**config.mk**
```make
export PLATFORM = sky130hd
export DESIGN_NAME = prescaler_ctrl_flat
export DESIGN_NICKNAME = d
export VERILOG_FILES = /design/src/rtl/prescaler_ctrl_if.sv /design/src/rtl/prescaler_ctrl.sv /design/src/flat_wrapper.sv
export SDC_FILE = /design/constraint.sdc
export NUM_CORES = 1
export LEC_CHECK = 0
export ABC_CLOCK_PERIOD_IN_PS = 2500
export BUFFER_PORTS_ARGS = -buffer_cell sky130_fd_sc_hd__buf_2
export CORE_UTILIZATION = 59
export CTS_BUF_LIST = sky130_fd_sc_hd__clkbuf_2
export DETAILED_ROUTE_END_ITERATION = 7
export PLACE_DENSITY = 0.82
export SETUP_SLACK_MARGIN = 0.5
export SYNTH_ARGS = -nofsm -noshare
export SYNTH_HDL_FRONTEND = slang
export SYNTH_SLANG_ARGS = --single-unit
```
**constraint.sdc**
```tcl
create_clock -name clk -period 2.5 [get_ports clk]
set_input_delay 0.125 -clock clk [delete_from_list [all_inputs] [get_ports clk]]
set_output_delay 0.125 -clock clk [all_outputs]
set_load 0.1 [all_outputs]
```
**src/rtl/prescaler_ctrl_if.sv**
```systemverilog
// Configuration handshake for prescaler_ctrl: the master offers period/mode/ticks,
// and the prescaler reports when it can take them.
interface prescaler_ctrl_if #(
  parameter int CNT_WIDTH = 16
);
  logic                 cfg_valid;
  logic                 cfg_ready;
  logic [CNT_WIDTH-1:0] cfg_period;
  logic                 cfg_oneshot;
  logic [7:0]           cfg_ticks;

  modport master (
    output cfg_valid, cfg_period, cfg_oneshot, cfg_ticks,
    input  cfg_ready
  );

  modport slave (
    input  cfg_valid, cfg_period, cfg_oneshot, cfg_ticks,
    output cfg_ready
  );
endinterface

```
**src/rtl/prescaler_ctrl.sv**
```systemverilog
// Programmable prescaler: emits a tick every period+1 cycles, either free-running
// or for a fixed burst of ticks followed by a one-cycle done pulse.
//
// state | meaning
// IDLE  | no valid configuration armed; waits for a config offer
// ARMED | configuration stored; waits for start (config may be replaced)
// RUN   | counting; tick on terminal count, burst mode counts ticks
// DONE  | burst finished; one-cycle done pulse, then IDLE
module prescaler_ctrl #(
  parameter int CNT_WIDTH = 16,
  parameter int OUT_WIDTH = 4
) (
  input  logic                 clk,
  input  logic                 rst_n,
  prescaler_ctrl_if.slave      cfg,
  input  logic                 start,
  input  logic                 stop,
  output logic                 tick,
  output logic [OUT_WIDTH-1:0] out,
  output logic                 busy,
  output logic                 done
);

  typedef enum logic [1:0] {
    S_IDLE  = 2'd0,
    S_ARMED = 2'd1,
    S_RUN   = 2'd2,
    S_DONE  = 2'd3
  } state_t;

  localparam logic [CNT_WIDTH-1:0] CNT_ONE = {{(CNT_WIDTH-1){1'b0}}, 1'b1};

  state_t               r_state;
  logic [CNT_WIDTH-1:0] r_cnt;
  logic [7:0]           r_tick_cnt;
  logic [CNT_WIDTH-1:0] r_period;
  logic                 r_oneshot;
  logic [7:0]           r_ticks;

  logic                 w_run;
  logic                 w_tick;
  logic                 w_cfg_ready;
  logic                 w_accept;
  logic [7:0]           w_last_tick;

  assign w_run       = (r_state == S_RUN);
  assign w_tick      = w_run && (r_cnt == r_period);
  assign w_cfg_ready = (r_state == S_IDLE) || (r_state == S_ARMED);
  assign w_accept    = cfg.cfg_valid && w_cfg_ready;
  // ticks==0 wraps to 255 here, which gives the 256-tick burst
  assign w_last_tick = r_ticks - 8'd1;

  always_ff @(posedge clk) begin
    if (!rst_n) begin
      r_state    <= S_IDLE;
      r_cnt      <= '0;
      r_tick_cnt <= '0;
      r_period   <= '0;
      r_oneshot  <= 1'b0;
      r_ticks    <= '0;
    end else begin
      if (w_accept) begin
        r_period  <= cfg.cfg_period;
        r_oneshot <= cfg.cfg_oneshot;
        r_ticks   <= cfg.cfg_ticks;
      end
      case (r_state)
        S_IDLE: begin
          if (cfg.cfg_valid) r_state <= S_ARMED;
        end
        S_ARMED: begin
          if (stop) begin
            r_state <= S_IDLE;
          end else if (!cfg.cfg_valid && start) begin
            r_state    <= S_RUN;
            r_cnt      <= '0;
            r_tick_cnt <= '0;
          end
        end
        S_RUN: begin
          if (stop) begin
            r_state <= S_IDLE;
            r_cnt   <= '0;
          end else if (w_tick) begin
            r_cnt <= '0;
            if (r_oneshot) begin
              r_tick_cnt <= r_tick_cnt + 8'd1;
              if (r_tick_cnt == w_last_tick) r_state <= S_DONE;
            end
          end else begin
            r_cnt <= r_cnt + CNT_ONE;
          end
        end
        S_DONE: begin
          r_state <= S_IDLE;
        end
        default: begin
          r_state <= S_IDLE;
        end
      endcase
    end
  end

  assign cfg.cfg_ready = w_cfg_ready;
  assign tick          = w_tick;
  assign out           = w_run ? r_cnt[CNT_WIDTH-1 -: OUT_WIDTH] : '0;
  assign busy          = w_run || (r_state == S_DONE);
  assign done          = (r_state == S_DONE);

endmodule

```
**src/flat_wrapper.sv**
```systemverilog
// flat-port wrapper written by rule: the top's interface ports become plain ports
module prescaler_ctrl_flat 
#(
  parameter int CNT_WIDTH = 16,
  parameter int OUT_WIDTH = 4
)
  (clk, rst_n, start, stop, tick, out, busy, done, cfg_cfg_valid, cfg_cfg_period, cfg_cfg_oneshot, cfg_cfg_ticks, cfg_cfg_ready);
  prescaler_ctrl_if #(.CNT_WIDTH(CNT_WIDTH)) cfg_i ();
  input  logic clk;
  input  logic rst_n;
  input  logic start;
  input  logic stop;
  output logic tick;
  output logic [OUT_WIDTH-1:0] out;
  output logic busy;
  output logic done;
  input wire logic [$bits(cfg_i.cfg_valid)-1:0] cfg_cfg_valid;
  input wire logic [$bits(cfg_i.cfg_period)-1:0] cfg_cfg_period;
  input wire logic [$bits(cfg_i.cfg_oneshot)-1:0] cfg_cfg_oneshot;
  input wire logic [$bits(cfg_i.cfg_ticks)-1:0] cfg_cfg_ticks;
  output wire logic [$bits(cfg_i.cfg_ready)-1:0] cfg_cfg_ready;
  assign cfg_i.cfg_valid = cfg_cfg_valid;
  assign cfg_i.cfg_period = cfg_cfg_period;
  assign cfg_i.cfg_oneshot = cfg_cfg_oneshot;
  assign cfg_i.cfg_ticks = cfg_cfg_ticks;
  assign cfg_cfg_ready = cfg_i.cfg_ready;
  prescaler_ctrl #(.CNT_WIDTH(CNT_WIDTH), .OUT_WIDTH(OUT_WIDTH)) u_core (.clk(clk), .rst_n(rst_n), .cfg(cfg_i), .start(start), .stop(stop), .tick(tick), .out(out), .busy(busy), .done(done));
endmodule
```
* Word-level counts from Yosys, hierarchy flattened
Cells that the tools add are included.
Operators by class: add/subtract/negate cells 3, multiply operators 0, div/mod/pow operators 0, magnitude comparators 0, eq/ne operators 15, shift-type cells 0, multiplexer cells 20, bitwise logic cells 0, reductions and logical operators 11
Operators by type and width (count):
- 16-bit 2-to-1 mux | 4
- 8-bit 2-to-1 mux | 5
- 16-bit one-hot mux with 2 select lines | 1
- 16-bit by 1-bit adder with 16-bit output (second input constant) | 1
- 16-bit equality test | 1
- 8-bit one-hot mux with 2 select lines | 1
- 2-bit 2-to-1 mux | 7
- 2-bit inequality test (second input constant) | 5
- 3-bit inequality test (second input constant) | 3
- 8-bit by 1-bit adder with 8-bit output (second input constant) | 1
- 8-bit equality test | 1
- 2-bit one-hot mux with 4 select lines | 1
- 8-bit by 1-bit subtractor with 8-bit output (second input constant) | 1
- 6-bit AND reduction | 1
- 5-bit AND reduction | 1
- 2-bit equality test (second input constant) | 2
- 4-bit 2-to-1 mux | 1
- 1-bit logical AND | 3
- 3-bit by 2-bit inequality test with 1-bit output (second input constant) | 1
- 3-bit AND reduction | 1
- 2-bit by 1-bit equality test with 1-bit output (second input constant) | 1
- 2-bit logical NOT | 1
- 1-bit logical OR | 2
- 2-bit by 1-bit inequality test with 1-bit output (second input constant) | 1
- 2 further kinds | 2
Word-level totals: register bits 51, latch bits 0, RAM bits 0, ROM bits 0, input bits 30, output and inout bits 8, logic and storage cells 55, memories 0

* Depth between registers and ports, before layout
depth in word-level cells 7, depth in mapped cells 8, depth with buffers taken out 8

* Worst setup path before layout
No wires, ideal clock.
kind reg2reg, start point register u_core.r_cnt[2], end point register u_core.r_tick_cnt[5], arrival 1792 ps, required time 2377 ps, slack 585 ps, cell stages (with the launch flop) 9, period minus slack after synthesis 1915 ps, cell sequence dfxtp_1 -> buf_6 -> xnor2_2 -> nand4_2 -> nor4_4 -> nand2_2 -> buf_6 -> nor3_1 -> mux2_1
On the way: cells in the longest elaborated chain, start to end 4
RTL lines:
- from (decl) | line prescaler_ctrl.sv:34 | logic [CNT_WIDTH-1:0] r_cnt;
- from (signal assigned) | line prescaler_ctrl.sv:91 | r_cnt <= r_cnt + CNT_ONE;
- 16-bit equality test | line prescaler_ctrl.sv:47 | assign w_tick = w_run && (r_cnt == r_period);
- 1-bit logical AND | line prescaler_ctrl.sv:47
- 2-bit inequality test (no line)
- 6-bit AND reduction (no line)
- to (signal assigned) | line prescaler_ctrl.sv:87 | r_tick_cnt <= r_tick_cnt + 8'd1;
- to (decl) | line prescaler_ctrl.sv:35 | logic [7:0] r_tick_cnt;
Every way passes these cells. A chain may end at the register's enable or synchronous reset.

* Worst setup path in the final report
start point register u_core.r_cnt[7], end point register u_core.r_tick_cnt[6]
Same word-level chain as after synthesis.

==> impl_metrics.py <==
metrics = {
    "status": {
        "status": "finished, final reports clean",
    },
    "drt": {
        "dr.first_iter.drc_count": 156,
        "drcViolationCount": 0,
        "postRouteAntennaNets": 0,
        "wl_per_cell_um": 15.01,
        "routed_via_density": 5.528,
        "num_vias": 2438,
        "wl_um": 6621,
        "first_pass_iters": 5,
    },
    "yosys": {
        "ys_seq_elements": 51,
        "synth_cells": 321,
        "syn_nets": 354,
        "mappedNetlistArea_sq_um": 2650,
        "yosys_warnings": 0,
        "synth_top_area_cell": "dfxtp_1",
        "yosys-top-cells-area": "dfxtp_1 39%, nand2_1 9.3%, xnor2_1 9.3%, a21boi_0 7.1%, xor2_1 3.6%",
        "seq_area_frac_synth": 0.3853,
        "syn_avg_cell_area_sq_um": 8.256,
        "yosysUniqueCellTypes": 48,
        "yosys.area.top_type_share": 0.3853,
    },
    "cts": {
        "cts.clk_slew.worst_paths_ns": 0.26,
        "insertion_delay_ns": 0.44,
        "cts_sinks": 51,
        "cts_tree": "done",
        "cts_buffer_depth": 2,
        "root_buffer": "clkbuf_2",
        "h-tree-depth": 2,
        "cts_buffers": 5,
    },
    "sta": {
        "skew_ns": 0.02270,
        "hold_viol": 0,
        "rsz0062_at_grt": "yes",
        "setup_viol": 0,
        "slew_headroom": 0.6349,
        "drv_slew": 0,
        "worst-slew-pin-transition_ns": 0.5476,
        "setup_slack_ns": 0.5026,
        "fmax_mhz": 500.7,
        "period_share": 0.7990,
        "fin_crit_ns": 1.997,
        "finalSetupTns_ns": 0,
    },
    "worst_setup_path": {
        "crit_arrival_ns": 2.38,
        "crit_type": "flop to flop",
        "start_kind": "flop",
        "end_kind": "flop",
        "regToRegSetupSlack_ns": 0.50,
        "reg2regPathDepth": 8,
        "crit_required_ns": 2.88,
        "r2r_end": "u_core.r_tick_cnt[6]$_SDFFE_PN0P_",
        "timing.rr.start": "u_core.r_cnt[7]$_SDFFE_PN0P_",
        "worstPathMaxFanout": 5,
    },
    "global_route": {
        "grt_max_degree": 34,
        "grt_use_total": 0.2738,
        "grt_overflow": 0,
        "antenna_found_initial": 0,
        "grt_first_pass_wirelength_um": 10430,
        "grt_pass1_vias": 2324,
    },
    "pwr": {
        "power.net_switching_uw": 397.0,
        "powerDensity_nw_per_um2": 421.3,
        "internal_power_uw": 1016,
        "clkPwrFrac": 0.238,
        "p_leak_uw": 0.001321,
        "seq_power_share": 0.609,
        "vdd_drop_max_mv": 0.3158,
        "combPwrFrac": 0.153,
        "sw_frac_of_total": 0.2809,
    },
    "placed_design": {
        "post-place-ws_ns": 0.4690,
        "dp_cells": 401,
        "gp_congestion": 0.8944,
        "dp_hpwl_um": 4231,
        "portBuffers": 37,
    },
    "min_path": {
        "hold_path.class": "input pin to flop",
        "holdPathEnd": "u_core.r_state[0]$_SDFFE_PN0P_",
        "min-delay-start": "stop",
        "hold-path-cell-count": 3,
    },
    "cells_and_area": {
        "drive_gt1_frac": 0.2622,
        "nets": 421,
        "area_growth_pct": 26.58,
        "antennaDiodeCount": 0,
        "fin_cells": 441,
        "fillCellCount": 288,
    },
    "floorplan": {
        "num_rows": 24,
        "initial_core_util": 0.6128,
        "die_w_um": 69.02,
        "coreArea_sq_um": 4324,
        "io_pins": 38,
        "die_area_sq_um": 4764,
        "die_h_um": 69.02,
    },
    "job": {
        "maxCapViolCount": 0,
    },
}
## flip-flops by register name, summed over array words and instances, names as in the netlist
register           flops
u_core.r_state         2
u_core.r_period       16
u_core.r_ticks         8
u_core.r_cnt          16
u_core.r_oneshot       1
u_core.r_tick_cnt      8
## what timing repair did
item / CTS / global route
endpoints found under the hold margin: 25 / 0
gates resized for setup: 17 / 32
pin swaps: 3 / 6
setup endpoints to repair: 11 / 19
setup buffers: 3 / 4
hold buffers: 25 / 0
## critical path, stage by stage, from the launching register on
cell	delay [ns]
dfxtp_2	0.41
xnor2_1	0.18
nand4_1	0.16
nor4_4	0.29
buf_4	0.17
buf_4	0.13
nand4_1	0.11
or3_4	0.35
a21oi_2	0.13
## placed cells by master (no fill, tap or decap), types with 2 or more instances in the layout
cell           instances
a21oi_1                5
nor3_2                 2
dfxtp_2               12
nand2_1               66
and3_2                 2
a31oi_1                2
xnor2_2                7
buf_4                 17
xor2_1                11
inv_1                  8
and3_1                 6
nor2_1                25
or3_1                  3
dlygate4sd3_1         25
and2_1                 5
or4_1                  3
dfxtp_4                9
buf_2                 33
a21boi_0              25
nand3_1               11
nand3b_1               2
nor2b_2                2
clkbuf_2               6
dfxtp_1               30
ha_1                   3
nor3_1                 3
xnor2_1               23
nand4_1                9
o21ai_0                7
## metal layers
layer	vias to the layer above	part of all wire	GRT usage
met2	78	0.51	0.4908
met3	15	0.062	0.04094
met1	1123	0.41	0.3299
met5	-	0	0
li1	1222	-	-
met4	0	0.016	0.09751
## final cells by class
type	instances	area, sq um	share of cell area
timing repair buffer	76	563.0	0.1678
tap	52	65.06	0.01940
clock inverter	2	12.51	0.003730
inverter	8	30.03	0.008952
clock buffer	6	30.03	0.008952
multi-input combinational	246	1584	0.4722
sequential	51	1070	0.3189
## synth_stat cells, drive strengths merged
master / number
ha: 3
xnor2: 30
clkbuf: 11
o211a: 1
a21boi: 25
o21a: 1
or4: 3
nand2b: 1
a31oi: 2
dfxtp: 51
nor4: 2
mux2: 1
nor2b: 3
or3: 4
and4: 1
nand3: 11
and4bb: 1
nand2: 67
nor3b: 1
o22ai: 1
buf: 5
nor3: 5
nand3b: 2
a21oi: 6
and3: 8
nor2: 25
nand4: 10
nor4b: 1
inv: 8
and2: 6
o41ai: 1
xor2: 11
a21o: 1
o21ai: 8
mux2i: 1
o211ai: 1
o31ai: 1
o32ai: 1
## cells by family after synthesis
family          Yosys count  synth area share
fa+ha+maj                 3           0.01417
flops                    51            0.3853
simple gates            151            0.2819
xor+xnor                 41            0.1412
mux                       2          0.008026
buf+inv                  24           0.04202
compound gates           49            0.1275
## how the worst max path moves through the flow
| stage | to | from | cells after the start | slack (ns) |
|---|---|---|---|---|
| 6_report | u_core.r_tick_cnt[6]$_SDFFE_PN0P_ | u_core.r_cnt[7]$_SDFFE_PN0P_ | 8 | 0.50 |
| 3_5_place_dp | u_core.r_tick_cnt[4]$_SDFFE_PN0P_ | u_core.r_state[1]$_SDFFE_PN0P_ | 5 | 0.47 |
| 4_1_cts | tick | u_core.r_cnt[10]$_SDFFE_PN0P_ | 5 | 0.46 |
| 5_1_grt | tick | u_core.r_cnt[7]$_SDFFE_PN0P_ | 5 | 0.42 |
| 3_3_place_gp | u_core.r_tick_cnt[4]$_SDFFE_PN0P_ | u_core.r_cnt[3]$_SDFFE_PN0P_ | 6 | 0.55 |
| 2_1_floorplan | u_core.r_tick_cnt[5]$_SDFFE_PN0P_ | u_core.r_cnt[2]$_SDFFE_PN0P_ | 8 | 0.58 |
## metrics by stage
stage	utilization	total power, uW	cell area [sq um]	hold WS, ns
floorplan	-	999.1	2650	0.2699
global placement	0.6646	1054	2874	0.3742
detailed placement	0.6646	1059	2874	0.3833
CTS	0.7462	1410	3227	0.01494
global route	0.7758	1468	3354	0.01299
finish	0.7758	1413	3354	0.02572
## power groups by stage
| stage | Combinational (uW) | Sequential [uW] | Clock [uW] |
|---|---|---|---|
| 6_report | 217 | 861 | 336 |
| 4_1_cts | 210 | 864 | 336 |
| 5_1_grt | 237 | 864 | 367 |
| 2_1_floorplan | 125 | 874 | 0 |
| 3_3_place_gp | 173 | 881 | 0 |
| 3_5_place_dp | 177 | 882 | 0 |
No activity file was read; power rests on OpenSTA's default activity.
